<file path="config.mk">
export PLATFORM = sky130hd
export DESIGN_NAME = fsub_seq
export DESIGN_NICKNAME = d
export VERILOG_FILES = /design/src/rtl/fsub_seq.sv
export SDC_FILE = /design/constraint.sdc
export NUM_CORES = 1
export LEC_CHECK = 0
export CAP_MARGIN = 20
export CORE_AREA = 2 2 162 164
export DETAILED_ROUTE_END_ITERATION = 10
export DIE_AREA = 0 0 164 166
export GPL_ROUTABILITY_DRIVEN = 0
export PLACE_DENSITY = 0.73
export SYNTH_ARGS = -nofsm -noshare
export SYNTH_HDL_FRONTEND = slang
export SYNTH_SLANG_ARGS = --single-unit
</file>
<file path="constraint.sdc">
create_clock -name clk -period 12.8 [get_ports clk]
set_input_delay 1.92 -clock clk [delete_from_list [all_inputs] [get_ports clk]]
set_output_delay 1.92 -clock clk [all_outputs]
set_load 0.02 [all_outputs]
</file>
<file path="src/rtl/fsub_seq.sv">
// fsub_seq: iterative IEEE-754 single-precision subtractor, out_data = a - b.
// Computed as a + (-b) on a 27-bit working mantissa (hidden + 23 fraction +
// guard/round/sticky). Alignment and normalization move one bit per cycle.
// Denormal operands and denormal results flush to zero.
//
// Ports:
//   clk        single clock, rising edge
//   rstn       asynchronous active-low reset
//   in_valid   operand pair valid
//   in_ready   block idle, pair accepted on in_valid && in_ready
//   a, b       minuend / subtrahend (binary32)
//   out_valid  result valid, held until out_ready
//   out_ready  consumer accepts result
//   out_data   a - b (binary32), registered
module fsub_seq (
  input  logic        clk,
  input  logic        rstn,
  input  logic        in_valid,
  output logic        in_ready,
  input  logic [31:0] a,
  input  logic [31:0] b,
  output logic        out_valid,
  input  logic        out_ready,
  output logic [31:0] out_data
);

  typedef enum logic [2:0] {
    IDLE, UNPK, ALGN, ADDS, NORM, RND, DONE
  } state_t;

  state_t      state;
  logic [31:0] a_r;
  logic [31:0] b_r;
  logic        sign_r;
  logic        sub_r;
  logic        zero_r;
  logic [9:0]  exp_r;
  logic [26:0] m_big;
  logic [26:0] m_small;
  logic [4:0]  cnt;

  // Operand classification; sb is the effective (inverted) sign of b.
  logic        sa;
  logic        sb;
  logic [7:0]  ea;
  logic [7:0]  eb;
  logic [22:0] fa;
  logic [22:0] fb;
  logic        nan_a, nan_b, inf_a, inf_b, zero_a, zero_b;
  logic        a_big;
  logic [7:0]  d;
  logic [4:0]  align_cnt;
  logic        special;
  logic [31:0] special_val;

  always_comb begin
    sa     = a_r[31];
    sb     = ~b_r[31];
    ea     = a_r[30:23];
    eb     = b_r[30:23];
    fa     = a_r[22:0];
    fb     = b_r[22:0];
    nan_a  = (ea == 8'hFF) && (fa != '0);
    nan_b  = (eb == 8'hFF) && (fb != '0);
    inf_a  = (ea == 8'hFF) && (fa == '0);
    inf_b  = (eb == 8'hFF) && (fb == '0);
    zero_a = (ea == 8'h00);
    zero_b = (eb == 8'h00);
    // Exponent-then-fraction ordering is the same as comparing bits [30:0].
    a_big  = (a_r[30:0] >= b_r[30:0]);
    d      = a_big ? (ea - eb) : (eb - ea);
    align_cnt = (d > 8'd26) ? 5'd26 : d[4:0];

    special     = 1'b1;
    special_val = '0;
    if (nan_a || nan_b || (inf_a && inf_b && (sa != sb)))
      special_val = 32'h7FC0_0000;
    else if (inf_a)
      special_val = {sa, 8'hFF, 23'd0};
    else if (inf_b)
      special_val = {sb, 8'hFF, 23'd0};
    else if (zero_a && zero_b)
      special_val = {sa & sb, 31'd0};
    else if (zero_a)
      special_val = {sb, b_r[30:0]};
    else if (zero_b)
      special_val = a_r;
    else
      special = 1'b0;
  end

  // Add/subtract and round datapath.
  logic [27:0] sum;
  logic [23:0] rnd_mant;
  logic        rnd_up;
  logic [24:0] rnd_sum;
  logic [9:0]  rnd_exp;
  logic [22:0] rnd_frac;
  logic [31:0] rnd_val;

  always_comb begin
    sum = sub_r ? ({1'b0, m_big} - {1'b0, m_small})
                : ({1'b0, m_big} + {1'b0, m_small});
    rnd_mant = m_big[26:3];
    // Nearest-even: round up above half, or at exactly half when LSB is odd.
    rnd_up   = m_big[2] & (m_big[1] | m_big[0] | m_big[3]);
    rnd_sum  = {1'b0, rnd_mant} + {24'd0, rnd_up};
    rnd_exp  = exp_r + {9'd0, rnd_sum[24]};
    rnd_frac = rnd_sum[24] ? rnd_sum[23:1] : rnd_sum[22:0];
    if (zero_r)
      rnd_val = '0;
    else if (rnd_exp >= 10'd255)
      rnd_val = {sign_r, 8'hFF, 23'd0};
    else
      rnd_val = {sign_r, rnd_exp[7:0], rnd_frac};
  end

  assign in_ready = (state == IDLE);

  always_ff @(posedge clk or negedge rstn) begin
    if (!rstn) begin
      state     <= IDLE;
      a_r       <= '0;
      b_r       <= '0;
      sign_r    <= 1'b0;
      sub_r     <= 1'b0;
      zero_r    <= 1'b0;
      exp_r     <= '0;
      m_big     <= '0;
      m_small   <= '0;
      cnt       <= '0;
      out_valid <= 1'b0;
      out_data  <= '0;
    end else begin
      case (state)
        IDLE: begin
          if (in_valid) begin
            a_r   <= a;
            b_r   <= b;
            state <= UNPK;
          end
        end
        UNPK: begin
          if (special) begin
            out_data  <= special_val;
            out_valid <= 1'b1;
            state     <= DONE;
          end else begin
            sign_r  <= a_big ? sa : sb;
            sub_r   <= sa ^ sb;
            zero_r  <= 1'b0;
            exp_r   <= {2'b00, (a_big ? ea : eb)};
            m_big   <= {1'b1, (a_big ? fa : fb), 3'b000};
            m_small <= {1'b1, (a_big ? fb : fa), 3'b000};
            cnt     <= align_cnt;
            state   <= (d != 8'd0) ? ALGN : ADDS;
          end
        end
        ALGN: begin
          // Bits leaving position 0 are folded into sticky; after 26 steps
          // only the sticky bit of the smaller operand can remain.
          m_small <= {1'b0, m_small[26:2], m_small[1] | m_small[0]};
          cnt     <= cnt - 5'd1;
          if (cnt == 5'd1)
            state <= ADDS;
        end
        ADDS: begin
          if (sum[27]) begin
            m_big <= {sum[27:2], sum[1] | sum[0]};
            exp_r <= exp_r + 10'd1;
            state <= RND;
          end else if (sum == '0) begin
            zero_r <= 1'b1;
            state  <= RND;
          end else begin
            m_big <= sum[26:0];
            state <= sum[26] ? RND : NORM;
          end
        end
        NORM: begin
          m_big <= {m_big[25:0], 1'b0};
          exp_r <= exp_r - 10'd1;
          if (exp_r == 10'd1) begin
            zero_r <= 1'b1;
            state  <= RND;
          end else if (m_big[25]) begin
            state <= RND;
          end
        end
        RND: begin
          out_data  <= rnd_val;
          out_valid <= 1'b1;
          state     <= DONE;
        end
        DONE: begin
          if (out_ready) begin
            out_valid <= 1'b0;
            state     <= IDLE;
          end
        end
        default: state <= IDLE;
      endcase
    end
  end

endmodule

</file>
# Word level (Yosys, flattened, before mapping)
# Index checks and enable logic that the tools add are counted.
[totals]
out_inout_bits = 34
mem_bits_ro = 0
wordCells = 140
input_bits = 68
ff_bits = 172
n_memories = 0
latchBits = 0
mem_bits_rw = 0
[classes]
magnitude_cmp = 3
n_mul = 0
n_eq_ne = 22
n_mux = 54
reduce_logical = 31
div = 0
n_bitwise = 9
shifts = 0
n_addsub = 9
[op_table]
columns = ["op", "count"]
rows = [
  ["$mux W32", 8],
  ["$mux W27", 4],
  ["$pmux W27 S3", 1],
  ["$mux W23", 3],
  ["$pmux W32 S2", 1],
  ["$pmux W27 S2", 1],
  ["$logic_not A23 Y1", 2],
  ["$reduce_bool A23 Y1", 2],
  ["$ge A31 B31 Y1", 1],
  ["$mux W31", 1],
  ["$pmux W10 S3", 1],
  ["$add A27 B27 Y28", 1],
  ["$logic_not A28 Y1", 1],
  ["$mux W28", 1],
  ["$sub A27 B27 Y28", 1],
  ["$add A24 B1 Y25", 1],
  ["$pmux W3 S7", 1],
  ["$mux W10", 2],
  ["$mux W3", 6],
  ["$ne A2 B2 Y1 const B", 9],
  ["$mux W1", 17],
  ["$eq A8 B8 Y1 const B", 2],
  ["$logic_not A8 Y1", 2],
  ["$mux W8", 2],
  ["other kinds (31)", 57],
]

# Depth between registers and ports, before layout
# Gate-level depths: netlist of the first run.
[logic_depth]
ltp_word = 9
mapped_depth = 21
mapped_depth_nobuf = 19

# Worst setup path after synthesis of the first run
# Ideal clock, no wire load.
[synth_timing]
path_type = "reg2reg"
start = "register m_small[7]"
end = "register m_big[1]"
slack_ns = 7.934
path_stages_with_launch = 18
arrival_ns = 4.741
required_ns = 12.675
synth_period_minus_slack_ns = 4.866
path_buffers = 2
setup_time_ns = 0.125
cell_sequence = "dfrtp_1 > nor3_1 > nand2b_1 > or3_1 > nor4_1 > a21oi_1 > xnor2_1 > ha_1 > clkbuf_1 > nand2_1 > o41ai_1 > xnor2_1 > nand4_1 > nor4_1 > nand3_1 > a21oi_4 > buf_8 > mux2_2"
[synth_between]
elab_chain_len = 5
elab_cells_between_ends = 8
classes_between = "add/sub: 2; eq/ne: 1; mux: 3; reduce/logical: 2"
[synth_rtl]
columns = ["element", "line_no", "source"]
rows = [
  ["start: declaration", "39", "logic [26:0] m_small;"],
  ["start signal: assignment", "154", "m_small <= {1'b1, (a_big ? fb : fa), 3'b000};"],
  ["start signal: assignment", "162", "m_small <= {1'b0, m_small[26:2], m_small[1] | m_small[0]};"],
  ["$add A27 B27 Y28 or $sub A27 B27 Y28 (tied branches)", "103, 102", ""],
  ["$mux W28 (*)", "102", "sum = sub_r ? ({1'b0, m_big} - {1'b0, m_small})"],
  ["$logic_not A28 Y1", "172", "end else if (sum == '0) begin"],
  ["$ne A3 B3 Y1 (no line)", "--", ""],
  ["$reduce_and A3 Y1 (no line)", "--", ""],
  ["end signal: assignment", "169", "m_big <= {sum[27:2], sum[1] | sum[0]};"],
  ["end signal: assignment", "176", "m_big <= sum[26:0];"],
  ["end signal: assignment", "181", "m_big <= {m_big[25:0], 1'b0};"],
  ["end: declaration", "38", "logic [26:0] m_big;"],
]
# Every way passes the cells marked *; elsewhere a longest branch is shown, timed or not.
# A chain may end at the register's enable or synchronous reset.

# Worst setup path after layout of the first run
[layout_timing]
start = "register m_small[7]"
end = "register m_big[16]"
[layout_between]
elab_chain_len = 5
elab_cells_between_ends = 9
classes_between = "add/sub: 2; eq/ne: 1; mux: 4; reduce/logical: 2"
[layout_rtl]
columns = ["element", "line_no"]
rows = [
  ["$add A27 B27 Y28 or $sub A27 B27 Y28 (tied branches)", "103, 102"],
  ["$mux W28 (*)", "102"],
  ["$logic_not A28 Y1 or $mux W27 (tied branches)", "172"],
  ["$ne A3 B3 Y1 (no line) or $mux W27 (tied branches)", "--"],
  ["$reduce_and A3 Y1 (no line) or $pmux W27 S3 (tied branches)", "--"],
]
# Every way passes the cells marked *; elsewhere a longest branch is shown, timed or not. The select of a mux whose other input is x is not followed.

==> run metrics, run 1 <==
num rows=59; drt drc=0; Mapped Area=13,300 um2; Final Cycle Share=0.469; drt wl/cell=~20 um; Mapped Cells=1,549; Slew Viols, Final=0; P&R area growth vs syn=13.9%; final hold violation count=0; Root Driver=clkbuf_16; fill count=2,219; final worst setup slack=slightly below 7 ns; layout cells sized above 1=0.0807; Synth Flop Type=dfrtp_1; syn_area_per_cell=about 8.6 um2; total number of vias=~12,000; first-pass GRT wire length=61,900 um; most frequent cells in the layout=dfrtp_1, nand2_1, nor2_1; CTS Buffer Depth=2; TritonCTS clock tree=built; Least-Margin Pin Slew=approximately 0.98 ns; post-synth cell types=70; share of the synthesized area in the top cell type=0.324; min Tclk post-route=~6 ns; Syn Nets=1,695; worst setup path category=register to register; initial antenna violation count=0; CTS Buf Count=17; drt via density=6.40; Worst-path clk slew=0.07 ns; Yosys top cell by area=dfrtp_1; Post-synth EDFFs=0; met3 Track Usage GR=0.0659; Post-CTS Resized=0; Final Non-Filler Cells=1,945; RSZ-0062 raised after global routing=false; register area share after synthesis=0.324; DRT iter0 DRCs=about 1,400; Port Buf Inserts=~100; post-CTS setup buffer count=0; Slew HR=0.344; commonest non-fill, non-tap cell in the layout=dfrtp_1; core area=25,600 um2; pre-CTS WS=slightly below 7 ns; H-tree depth=4; Fmax=around 0.17 GHz; initial core utilization=0.519; die area=around 27,000 um2; GRT Total Usage=0.286; Final TNS setup=0 ns; Routed Antenna Nets=0; clock sinks=between 150 and 200; Yosys reg bits=around 170; largest net degree at the start of global routing=98; Top Usage Layer GRT=met1; CP Launch Type=register; Die W=between 150 and 200 um; ant diodes=0; number of nets in the layout=between 1,500 and 2,000; GR Util met2=0.422; CP arrival=6.33 ns; GR Overflow Total=0; vias in the first global route=11,400; Crit path required time=roughly 13 ns; Hold Buf Count CTS=0; Synth async-reset ratio=1.00; met1 usage=0.430; IO Count=~100; clk_lat worst skew=0.44 ns; Critical Path Sink Type=register; Hold Path Class=register to register; fin util=0.591; Die Span Y=166 um; Clock Skews=0.0153 ns; DPL Wire Length=29,600 um; outcome=complete, no violations; Post-Route WL=39,400 um; Max FO, Critical Path=27; Synth area leaders=dfrtp_1, ha_1, mux2i_1; MaxCap Viol Count=0; synth warn=0; placed cell count=roughly 1,900; drt first pass iters=6; # setup viols final=0
## registers in the layout (all words and copies together), names as in the netlist
register and cells:
sub_r 1, out_data 32, m_big 27, m_small 27, out_valid 1, cnt 5
b_r 32, a_r 32, zero_r 1, exp_r 10, sign_r 1, state 3
## per-stage QoR
stage	hold WS (ns)	cell area, um2
after floorplan	0.450	13300
after global placement	0.463	14500
after detailed placement	0.470	14500
after CTS	0.486	15100
after global routing	0.514	15100
final	0.484	15100
## area by class of cell
cell class	count	area, um2	area share
Inverter	66	248	0.0164
Sequential cell	172	4300	0.284
Tap cell	335	419	0.0277
Clock inverter	15	171	0.0113
Multi-Input combinational cell	1219	8380	0.554
Clock buffer	17	425	0.0281
Timing Repair Buffer	121	1190	0.0785
## worst max-delay path: stages (launching register included)
cell and delay, ns:
dfrtp_1 0.43, nor3_1 0.27, nand2b_1 0.13, or3_1 0.41, nor3_1 0.47, nor2_1 0.11, xnor2_1 0.18, ha_1 0.47
nand4_1 0.23, a2111oi_0 0.61, nor3_1 0.16, xnor2_1 0.19, or4b_1 0.58, nor4_2 0.23, nand3_1 0.20, a21oi_4 0.80
mux2_2 0.42
## per-layer routing
metal	wire, um	vias up
li1	-	5799
met1	17500	6005
met2	17400	593
met3	3850	50
met4	598	0
met5	0	-
## synth_stat cells, drive strengths merged (36+ instances only)
cell type  number
a21oi          93
clkbuf         76
dfrtp         172
ha             75
inv            66
mux2           59
mux2i          78
nand2         149
nor2          135
nor3           36
o21ai         127
xnor2          59
## kinds of logic (layout without fill, tap and decap cells)
kind of cell             count (synthesis)  after routing  synth area share
AND/OR/NAND/NOR                        480            480             0.171
AO/OA/AOI/OAI                          441            441             0.219
flip-flops                             172            172             0.324
buffers and inverters                  158            219            0.0475
multiplexers                           137            137             0.109
XOR/XNOR                                83             83            0.0547
adder cells (fa/ha/maj)                 78             78            0.0752
## path summary, 6_finish.rpt
kind | startpoint | to | slack [ns] | cells past startpoint
hold / removal | sign_r | sign_r | 0.48 | 2
min in group asynchronous | rstn | a_r[3] | 1.52 | 1
max in group asynchronous | rstn | out_data[15] | 9.74 | 2
hold reg to reg | sign_r | sign_r | 0.48 | 2
setup reg to reg | m_small[7] | m_big[16] | 6.79 | 16
setup / recovery | m_small[7] | m_big[16] | 6.79 | 16
Power of run 1 is not shown: default switching activity piles up to over one toggle a cycle in this logic, so the estimate is an artifact.
==> inputs of run 2 (changes only) <==
==> constraint.sdc (replaced) <==
create_clock -name clk -period 6.2 [get_ports clk]
set_input_delay 0.93 -clock clk [delete_from_list [all_inputs] [get_ports clk]]
set_output_delay 0.93 -clock clk [all_outputs]
set_load 0.02 [all_outputs]
==> run metrics, run 2 (same netlist as run 1, synthesis figures left out) <==
RSZ-0062 raised after global routing=false; ant diodes=0; min Tclk post-route=between 5 and 6 ns; Critical Path Sink Type=register; Fmax=between 0.15 and 0.2 GHz; core area=approximately 26,000 um2; clk_lat worst skew=about 0.46 ns; IO Count=~100; GR Overflow Total=0; outcome=complete, no violations; largest net degree at the start of global routing=77; Port Buf Inserts=roughly 100; placed cell area=around 15,000 um2; final instance area=15,200 um2; first-pass GRT wire length=about 63,000 um; CP dominant cell by count=nor3_1; num rows=59; fill count=2,267; Root Driver=clkbuf_16; fin util=0.592; drt via density=around 6.4; Die W=roughly 160 um; Clock Skews=approximately 0.017 ns; number of nets in the layout=about 1,700; Crit path required time=6.53 ns; Max FO, Critical Path=27; clock sinks=around 170; drt drc=0; crit-path max cell delay=0.72 ns; DRT iter0 DRCs=around 1,300; Post-CTS Resized=0; Hold Buf Count CTS=0; vias in the first global route=11,700; TritonCTS clock tree=built; Worst path top cell family by delay=simple AND/OR/NAND/NOR gates; CTS Buf Count=17; drt first pass iters=5; biggest regs=a_r (32), b_r (32), out_data (32); Slew HR=0.226; cells along the critical path=nor3_1, nand2b_1, or3_1, nor3_1, nor2_1, xnor2_1, ha_1, nand2_1, nor3_1, a221oi_2, o41ai_1, a21oi_1, xnor2_1, nor3_1, nand3_1, a21oi_4, buf_4, mux2_2; most frequent cells in the layout=dfrtp_1, nand2_1, nor2_1; Worst path slowest cell=o41ai_1; post-CTS setup buffer count=0; die area=approximately 27,000 um2; final hold violation count=0; GRT Total Usage=0.290; Sequential cell area=~4300 um2; initial core utilization=0.519; initial antenna violation count=0; multi-input combinational cell area=~8400 um2; P&R area growth vs syn=14.1%; layout cells sized above 1=0.0807; final worst setup slack=between 0.6 and 0.7 ns; H-tree depth=4; Least-Margin Pin Slew=about 1.2 ns; Hold Path Class=input pin to async pin; Die Span Y=166 um; Final Cycle Share=0.897; CTS Buffer Depth=2; commonest non-fill, non-tap cell in the layout=dfrtp_1; total number of vias=12,500; CP arrival=a little under 6 ns; Worst-path clk slew=roughly 0.09 ns; DPL Wire Length=between 20,000 and 30,000 um; drt wl/cell=20.3 um; # setup viols final=0; CP Launch Type=register; WP buf/inv=1; Final TNS setup=0 ns; worst setup path category=register to register; MaxCap Viol Count=0; Slew Viols, Final=0; Routed Antenna Nets=0; pre-CTS WS=roughly 0.78 ns; Post-Route WL=39,500 um
## run 2: changes by cell type in the layout (fill, tap and decap cells not counted), sizes merged
cell	change
clkinv	-2
inv	+3
bufinv	-1
## run 2: final timing paths
check / startpoint / slack [ns] / end / cells past startpoint
worst min-delay path: rstn / 0.37 / a_r[3] / 1
worst max register to register: m_small[7] / 0.64 / m_big[18] / 18
worst max-delay path: m_small[7] / 0.64 / m_big[18] / 18
max in group asynchronous: rstn / 4.74 / out_data[26] / 2
worst min register to register: out_data[4] / 0.49 / out_data[4] / 2
min in group clk: out_data[4] / 0.49 / out_data[4] / 2
## run 2: area by class of cell
class	count	share of cell area
tap	335	0.0277
inverter	66	0.0163
sequential	172	0.284
timing repair buffer	121	0.0802
clock inverter	15	0.0109
clock buffer	17	0.0281
multi-input combinational	1219	0.553
## run 2: through the flow
step	hold WS, ns	instances
final	0.374	1945
after global routing	0.419	1945
after CTS	0.396	1943
after detailed placement	0.472	1911
after global placement	0.462	1911
after floorplan	0.450	1549
## run 2: routing by layer
metal	GRT usage	wire length (um)
met5	0	0
met4	0.0870	1030
met3	0.0495	3110
met2	0.426	17300
met1	0.435	18000
Power of run 2 is left out for the same reason.
==> inputs of run 3 (changes only) <==
--- a/config.mk
+++ b/config.mk
@@ -6,9 +6,9 @@
 export NUM_CORES = 1
 export LEC_CHECK = 0
 export CAP_MARGIN = 20
-export CORE_AREA = 2 2 162 164
+export CORE_AREA = 5 5 165 167
 export DETAILED_ROUTE_END_ITERATION = 10
-export DIE_AREA = 0 0 164 166
+export DIE_AREA = 0 0 170 172
 export GPL_ROUTABILITY_DRIVEN = 0
 export PLACE_DENSITY = 0.73
 export SYNTH_ARGS = -nofsm -noshare
==> run metrics, run 3 (same netlist as run 1, synthesis figures left out) <==
P&R area growth vs syn=14.1%; initial antenna violation count=0; die area=roughly 29,000 um2; first-pass GRT wire length=around 63,000 um; Port Buf Inserts=101; Routed Antenna Nets=0; Max FO, Critical Path=25; drt first pass iters=5; H-tree depth=4; Least-Margin Pin Slew=~1.0 ns; Die Span Y=~170 um; CP Launch Type=register; MaxCap Viol Count=0; layout cells sized above 1=0.0819; Hold Path Class=input pin to async pin; clock sinks=around 170; final hold violation count=0; Final TNS setup=0 ns; Clock Skews=about 0.018 ns; DPL Wire Length=29,800 um; ant diodes=0; GRT Total Usage=0.267; crit-path max cell delay=0.58 ns; clk_lat worst skew=about 0.45 ns; Final Cycle Share=0.887; Fmax=approximately 0.18 GHz; core area=around 26,000 um2; WHS=0.481 ns; Post-CTS Resized=0; multi-input combinational cell area=about 8400 um2; Sequential cell area=between 4000 and 5000 um2; Final Non-Filler Cells=approximately 2,000; worst setup path category=register to register; placed cell count=1,914; Slew HR=0.328; most frequent cells in the layout=dfrtp_1, nand2_1, nor2_1; fill count=around 2,200; TritonCTS clock tree=built; Hold Buf Count CTS=0; Die W=around 170 um; largest net degree at the start of global routing=between 70 and 80; drt via density=6.31; biggest regs=a_r (32), b_r (32), out_data (32); drt drc=0; Critical Path Sink Type=register; Worst-path clk slew=about 0.080 ns; Setup crit start=m_small[7]; # setup viols final=0; number of nets in the layout=1,745; total number of vias=approximately 12,000; GR Overflow Total=0; Worst path slowest cell=or4_1; RSZ-0062 raised after global routing=false; outcome=complete, no violations; CP arrival=just under 6 ns; commonest non-fill, non-tap cell in the layout=dfrtp_1; Root Driver=clkbuf_16; Post-Route WL=~39,000 um; min Tclk post-route=5.50 ns; post-CTS setup buffer count=0; reg-to-reg startpoint=m_small[7]; R2R Setup Slk=around 0.70 ns; initial core utilization=0.519; CTS Buffer Depth=2; Worst path top cell family by delay=simple AND/OR/NAND/NOR gates; DRT iter0 DRCs=~1,400; vias in the first global route=between 10,000 and 15,000; IO Count=between 100 and 150; WP buf/inv=1; CP dominant cell by count=nor3_1; cells along the critical path=nor3_1, nand2b_1, or3_1, nor3_1, a31oi_1, xnor2_1, ha_1, nand2_1, nor3_1, and2_1, a221oi_1, or4_1, nor4_2, nand3_1, a21oi_4, buf_4, mux2_2; Crit path required time=6.53 ns; Slew Viols, Final=0; num rows=slightly below 60; drt wl/cell=about 20 um; CTS Buf Count=17
-- run 3: changes by cell type in the layout (fill, tap and decap cells not counted) --
cell	before	now
clkinvlp_4	1	2
buf_4	17	20
inv_8	5	4
inv_12	1	0
clkinv_4	0	1
clkinv_8	2	5
inv_6	6	3
buf_16	2	1
-- run 3: final timing paths --
check,endpoint,cells past startpoint
worst max-delay path,m_big[1],17
worst min-delay path,a_r[7],1
worst max register to register,m_big[1],17
worst min register to register,out_data[10],2
max in group asynchronous,out_data[17],2
min in group clk,out_data[10],2
-- run 3: worst register-to-register path: stages (launching register included) --
cell and delay [ns]:
dfrtp_1 0.43, nor3_1 0.26, nand2b_1 0.12, or3_1 0.40, nor3_1 0.41, a31oi_1 0.17, xnor2_1 0.16, ha_1 0.45
nand2_1 0.21, nor3_1 0.33, and2_1 0.18, a221oi_1 0.14, or4_1 0.58, nor4_2 0.36, nand3_1 0.23, a21oi_4 0.22
buf_4 0.35, mux2_2 0.41
-- run 3: layer usage --
layer  share of wire  vias to the layer above  track usage
met5               0                        -            0
met1            0.45                     5873        0.389
met4           0.022                        0       0.0674
met2            0.44                      538        0.401
met3           0.094                       67       0.0661
li1                -                     5811            -
-- run 3: per-stage QoR --
step | utilization | setup slack (ns) | cell area, um2
finish | 0.592 | 0.703 | 15200
floorplan | - | 1.33 | 13300
CTS | 0.591 | 0.800 | 15100
global placement | 0.567 | 0.969 | 14500
global route | 0.592 | 0.201 | 15200
detailed placement | 0.567 | 0.822 | 14500
-- run 3: final cells by class --
| class | count | area share |
|---|---|---|
| inverter | 66 | 0.0163 |
| clock buffer | 17 | 0.0281 |
| tap | 335 | 0.0276 |
| multi-input combinational | 1219 | 0.553 |
| sequential | 172 | 0.284 |
| clock inverter | 15 | 0.0116 |
| timing repair buffer | 123 | 0.0798 |
Power of run 3 is left out for the same reason.
